File: src/rtl/result_writeback.sv
// Result writeback stage: selects an instruction's result (ALU, load, PC+4 or
// immediate), waits for load data when needed, and presents one register-file
// write per instruction together with a matching forwarding path.
module result_writeback #(
  parameter int DATA_WIDTH = 32,
  parameter int ADDR_WIDTH = 5
) (
  input  logic                  clk,
  input  logic                  rst,
  input  logic                  in_valid,
  output logic                  in_ready,
  input  logic [1:0]            ResultSrc,
  input  logic [DATA_WIDTH-1:0] alu_result,
  input  logic [DATA_WIDTH-1:0] pc_plus4,
  input  logic [DATA_WIDTH-1:0] imm,
  input  logic [ADDR_WIDTH-1:0] rd,
  input  logic                  RegWrite,
  input  logic [DATA_WIDTH-1:0] mem_rdata,
  input  logic                  mem_rvalid,
  output logic                  we3,
  output logic [ADDR_WIDTH-1:0] a3,
  output logic [DATA_WIDTH-1:0] wd3,
  output logic                  fwd_valid,
  output logic [ADDR_WIDTH-1:0] fwd_rd,
  output logic [DATA_WIDTH-1:0] fwd_data,
  output logic                  busy
);

  typedef enum logic [1:0] {
    S_IDLE     = 2'd0,
    S_WAIT_MEM = 2'd1,
    S_WRITE    = 2'd2
  } state_e;

  localparam logic [1:0] SRC_ALU = 2'b00;
  localparam logic [1:0] SRC_MEM = 2'b01;
  localparam logic [1:0] SRC_PC4 = 2'b10;
  localparam logic [1:0] SRC_IMM = 2'b11;

  state_e                  state_q, state_d;
  logic [ADDR_WIDTH-1:0]   rd_q, rd_d;
  logic                    regwrite_q, regwrite_d;
  logic [1:0]              src_q, src_d;
  // data_q only changes when a result enters WRITE, so it doubles as wd3
  // and naturally holds its value between writes.
  logic [DATA_WIDTH-1:0]   data_q, data_d;
  // a3 needs its own register: rd_q is overwritten when a load is accepted,
  // but a3 must keep showing the last written address until the load lands.
  logic [ADDR_WIDTH-1:0]   a3_q, a3_d;
  logic                    we3_q, we3_d;
  logic [DATA_WIDTH-1:0]   sel_data;
  logic                    accept;

  assign in_ready = (state_q != S_WAIT_MEM);
  assign busy     = (state_q != S_IDLE);
  assign accept   = in_valid && in_ready;

  // Result source mux for non-load instructions; loads take mem_rdata later.
  always_comb begin
    sel_data = alu_result;
    case (ResultSrc)
      SRC_PC4: sel_data = pc_plus4;
      SRC_IMM: sel_data = imm;
      default: sel_data = alu_result;
    endcase
  end

  // Next-state and next-output computation for the writeback FSM.
  always_comb begin
    // NOTE: every _d is defaulted first so no path through the case leaves
    // a signal unassigned, which would otherwise infer a latch.
    state_d    = state_q;
    rd_d       = rd_q;
    regwrite_d = regwrite_q;
    src_d      = src_q;
    data_d     = data_q;
    a3_d       = a3_q;
    we3_d      = 1'b0;
    case (state_q)
      S_WAIT_MEM: begin
        if (mem_rvalid && (src_q == SRC_MEM)) begin
          state_d = S_WRITE;
          data_d  = mem_rdata;
          a3_d    = rd_q;
          we3_d   = regwrite_q && (rd_q != '0);
        end
      end
      default: begin
        // IDLE and WRITE both accept; WRITE falls back to IDLE when idle.
        state_d = S_IDLE;
        if (accept) begin
          rd_d       = rd;
          regwrite_d = RegWrite;
          src_d      = ResultSrc;
          if (ResultSrc == SRC_MEM) begin
            state_d = S_WAIT_MEM;
          end else begin
            state_d = S_WRITE;
            data_d  = sel_data;
            a3_d    = rd;
            we3_d   = RegWrite && (rd != '0);
          end
        end
      end
    endcase
  end

  // State and captured-register update with synchronous reset.
  always_ff @(posedge clk) begin
    // NOTE: sequential state uses non-blocking assignments so every register
    // samples the pre-edge values; reset clears all captured registers so an
    // abandoned instruction can never reappear on the write port.
    if (rst) begin
      state_q    <= S_IDLE;
      rd_q       <= '0;
      regwrite_q <= 1'b0;
      src_q      <= SRC_ALU;
      data_q     <= '0;
      a3_q       <= '0;
      we3_q      <= 1'b0;
    end else begin
      state_q    <= state_d;
      rd_q       <= rd_d;
      regwrite_q <= regwrite_d;
      src_q      <= src_d;
      data_q     <= data_d;
      a3_q       <= a3_d;
      we3_q      <= we3_d;
    end
  end

  assign we3       = we3_q;
  assign a3        = a3_q;
  assign wd3       = data_q;
  assign fwd_valid = we3_q;
  assign fwd_rd    = a3_q;
  assign fwd_data  = data_q;

endmodule

File: config.mk
export PLATFORM = sky130hd
export DESIGN_NAME = result_writeback
export DESIGN_NICKNAME = d
export VERILOG_FILES = /design/src/rtl/result_writeback.sv
export SDC_FILE = /design/constraint.sdc
export NUM_CORES = 1
export LEC_CHECK = 0
export CORE_MARGIN = 8
export CORE_UTILIZATION = 35
export DETAILED_ROUTE_END_ITERATION = 12
export PLACE_DENSITY_LB_ADDON = 0.1
export SLEW_MARGIN = 0
export SYNTH_ARGS = -nofsm -noshare
export SYNTH_HDL_FRONTEND = slang
export SYNTH_SLANG_ARGS = --single-unit
export TNS_END_PERCENT = 50
File: constraint.sdc
create_clock -name clk -period 1.7 [get_ports clk]
set_clock_uncertainty 0.15 [all_clocks]
set_input_delay 0.17 -clock clk [delete_from_list [all_inputs] [get_ports clk]]
set_output_delay 0.17 -clock clk [all_outputs]
set_load 0.02 [all_outputs]
==> flow_results.org <==
** GRT
- The number of antenna violations at the first check in global routing came to 0.
- The number of global-route vias before repair came to 3318.
- Entering global routing, the biggest net connects 54 pins.
- Remaining global-route overflow :: 0
- The first global-routing pass estimated 16.7 mm of wire.
- Global router's overall resource usage :: 0.177

** Die
- Total number of placement rows :: 33
- The die covers between 0.01 and 0.015 mm².
- In this run the standard cell core region covers 0.00822 mm².
- Effective utilization at floorplan :: 0.362
- Boundary Pins :: 218
- Die Span Y :: 108 µm
- In this run the horizontal extent of the chip is between 100 and 150 µm.

** Routing
- Via count normalized by instance count :: 4.99
- For this block, the initial DRC count from the detailed router was 79.
- Wires add up to ~11 mm.
- Number of vias in the routed layout :: 3126
- Signal routing reaches up to met4.
- Detailed Routing Iterations Pass 1 :: 5
- Wire segments on met2 add up to 5.40 mm in the final route.
- The count of nets left with antenna violations once routing finished came out at 0.
- For this block, wires on met1 add up to approximately 4.4 mm.
- The routed design uses ~1.1 mm of met3 wire.
- After detailed routing, the number of remaining DRC violations is 0.
- Average wire per cell in the routed design :: 17.6 µm

** Finish
- The number of antenna diodes in the final layout is 0.
- Fill cells in the final layout number 714.
- After the last flow step, the layout net total stands at between 600 and 700.
- In the final layout, the share of cells above drive strength 1 is 0.0729.
- Leaving out filler cells and counting taps, the final layout contains around 630.
- Compared with the post-synthesis result, the final layout area differs by 73.7%.

** Clock tree
- H-Tree Depth :: 2
- Clock-pin slew was measured on the worst setup and hold paths at 0.08 ns.
- TritonCTS built the clock tree.
- Total number of clock tree sinks :: 48
- Clock Root Buffer :: sky130_fd_sc_hd__clkbuf_8
- Clock latency at the later pin of the worst-skew pair :: between 0.2 and 0.3 ns
- Number of buffers between clock root and the deepest sink :: 2
- Clock buffers created by TritonCTS :: 5

** Run status
- Result of the run :: completed

** Synth
- Leading cell types by total area after synthesis :: sky130_fd_sc_hd__dfxtp_1, sky130_fd_sc_hd__mux2i_1, sky130_fd_sc_hd__a22o_1
- For this run, the register share of the synthesized area comes to 0.323.
- Number of instances in the synthesized netlist :: 340
- The share of synthesized area in the top cell type comes to 0.323.
- Dividing the synthesized area by the synthesized cell count gives roughly 8.8 µm².
- Counting flops with an async set or reset pin after synthesis yields a share of 0.
- The number of nets in the synthesized netlist is between 400 and 500.
- Mapped cell area :: 0.00298 mm²
- The netlist uses 28 different library cells.
- Post-synthesis sequential element count :: 48
- Most area-hungry cell type in the Yosys netlist :: sky130_fd_sc_hd__dfxtp_1
- The Yosys step of the flow raised 0 warnings.
- Number of enable flip-flop cells after synthesis :: 0
- Most instantiated flip-flop cell in the synthesis netlist :: sky130_fd_sc_hd__dfxtp_1

** Setup path
- WP data arrival :: around 1.3 ns
- Family with the most delay on the worst path :: buffers and inverters
- Required time of the worst setup path :: 1.38 ns
- The critical path is of the flop to output port type.
- Crit path launch type :: flop
- On the worst path, the slowest cell contributes a delay of 0.65 ns.
- Maximum fanout along the worst path :: 3
- Critical Path End Type :: output port
- The signal on the critical path passes through clkdlybuf4s50_1.
- Together, buffers and inverters on the worst path number 1.
- CP max stage cell :: sky130_fd_sc_hd__clkdlybuf4s50_1

** Hold path
- The tightest min-delay check is of the primary input to flop type.

** Timing
- Derived from the worst setup path, the maximum achievable clock frequency is 611 MHz.
- Setup repair after global routing left no endpoint under its margin.
- The routed design could run at a clock period as short as roughly 1.6 ns.
- Final hold analysis gives a worst-case slack of 0.190 ns.
- Tightest Pin Transition :: between 0.3 and 0.4 ns
- The count of pins over their slew limit is 0.
- In this run the tightest slew margin relative to its limit is 0.734.
- Share of the cycle needed by the critical path after routing :: 0.962
- Number of setup violations in the final report :: 0
- The hold violation count in the final report came to 0.

** Placement
- Number of buffers added on ports :: about 220
- Placer's final routability congestion estimate :: just over 0.8
- HPWL after DPL :: 9.10 mm
- In this run, placement finished with an instance count of between 600 and 700.

** Flow run
- Count of maximum capacitance violations :: 0

** Pwr
- Max IR drop VDD :: between 0.0003 and 0.0004 V
- For this design the static power due to leakage is 0.00234 µW.
- Dividing total power by cell area gives a power density of around 630 mW/mm².
repair_timing:
action	in CTS	in global routing
setup buffers	1	1
gates resized for setup	2	10
hold buffers	0	0
endpoints found under the setup margin	2	49
logic make-up (layout without fill, tap and decap cells):
group / Yosys count / count (layout) / synth area share
AO/OA/AOI/OAI: 113 / 113 / 0.293
multiplexers: 32 / 32 / 0.108
buffers and inverters: 68 / 249 / 0.154
AND/OR/NAND/NOR: 79 / 79 / 0.123
flip-flops: 48 / 48 / 0.323
synth_stat cells, types with 2 or more instances:
master	instances
sky130_fd_sc_hd__nand3_1	9
sky130_fd_sc_hd__a22o_1	36
sky130_fd_sc_hd__mux2i_1	32
sky130_fd_sc_hd__and3b_1	2
sky130_fd_sc_hd__a211oi_1	31
sky130_fd_sc_hd__buf_4	41
sky130_fd_sc_hd__buf_2	6
sky130_fd_sc_hd__nor2_1	33
sky130_fd_sc_hd__buf_6	5
sky130_fd_sc_hd__o22ai_1	2
sky130_fd_sc_hd__nand2_1	26
sky130_fd_sc_hd__a21oi_1	8
sky130_fd_sc_hd__a21o_1	31
sky130_fd_sc_hd__o21ai_0	3
sky130_fd_sc_hd__clkbuf_1	11
sky130_fd_sc_hd__buf_1	4
sky130_fd_sc_hd__dfxtp_1	48
sky130_fd_sc_hd__or4_1	2
state kept, by name, summed over array words and instances (netlist names):
| signal | count |
|---|---|
| a3 | 5 |
| fwd_data | 32 |
| fwd_valid | 1 |
| rd_q | 5 |
| regwrite_q | 1 |
| src_q | 2 |
| state_q | 2 |
final timing paths:
| kind | slack [ns] | start | depth (start not counted) | end |
|---|---|---|---|---|
| min reg2reg | 0.31 | src_q[0] | 2 | src_q[0] |
| max | 0.06 | fwd_data[4] | 1 | wd3[4] |
| min | 0.19 | ResultSrc[0] | 4 | src_q[0] |
| max reg2reg | 0.08 | state_q[0] | 7 | fwd_data[17] |
area by class of cell:
cell class	count	area [µm²]	share of cell area
flip-flops and latches	48	961	0.186
well taps	105	131	0.0254
multi-input cells	224	1560	0.301
clock inverters	2	10.0	0.00194
clock buffers	6	82.6	0.0160
repair buffers	240	2420	0.468
inverters	1	8.76	0.00169
power by group:
part | total [µW] | switching (µW) | internal (µW)
Sequential | 1290 | 76.0 | 1210
Clock | 680 | 355 | 325
Combinational | 1310 | 546 | 759
layer usage:
layer  up-vias  track usage
met5         -            0
met1      1412        0.192
met4         0       0.0426
met3        11       0.0756
met2       150        0.311
li1       1553            -
stage by stage:
step	setup TNS (ns)	cell area, µm²	util	worst slack [ns]	power (µW)
4_1_cts	0	5140	0.625	0.0198	3320
6_report	0	5170	0.629	0.0644	3270
3_3_place_gp	-3.50	5040	0.613	-0.103	2620
5_1_grt	0	5170	0.629	0.00365	3460
3_5_place_dp	-3.66	5040	0.613	-0.114	2630
2_1_floorplan	0	2980	-	0.105	1980
cell usage in the layout (no fill, tap or decap), drive strengths merged:
cell type	n
a21oi	9
or2	1
a21o	31
a31oi	1
nand2	26
and3b	2
o22ai	2
a211oi	31
nand2b	1
nor2	33
mux2i	32
nand3	10
dlygate4sd2	2
buf	25
nor2b	2
a22o	36
clkinv	2
or4b	1
dlymetal6s2s	10
clkdlybuf4s50	203
clkbuf	6
o21ai	3
dfxtp	48
inv	1
or4	2
and3	1
Note: power is estimated with default switching activity, not from simulation.
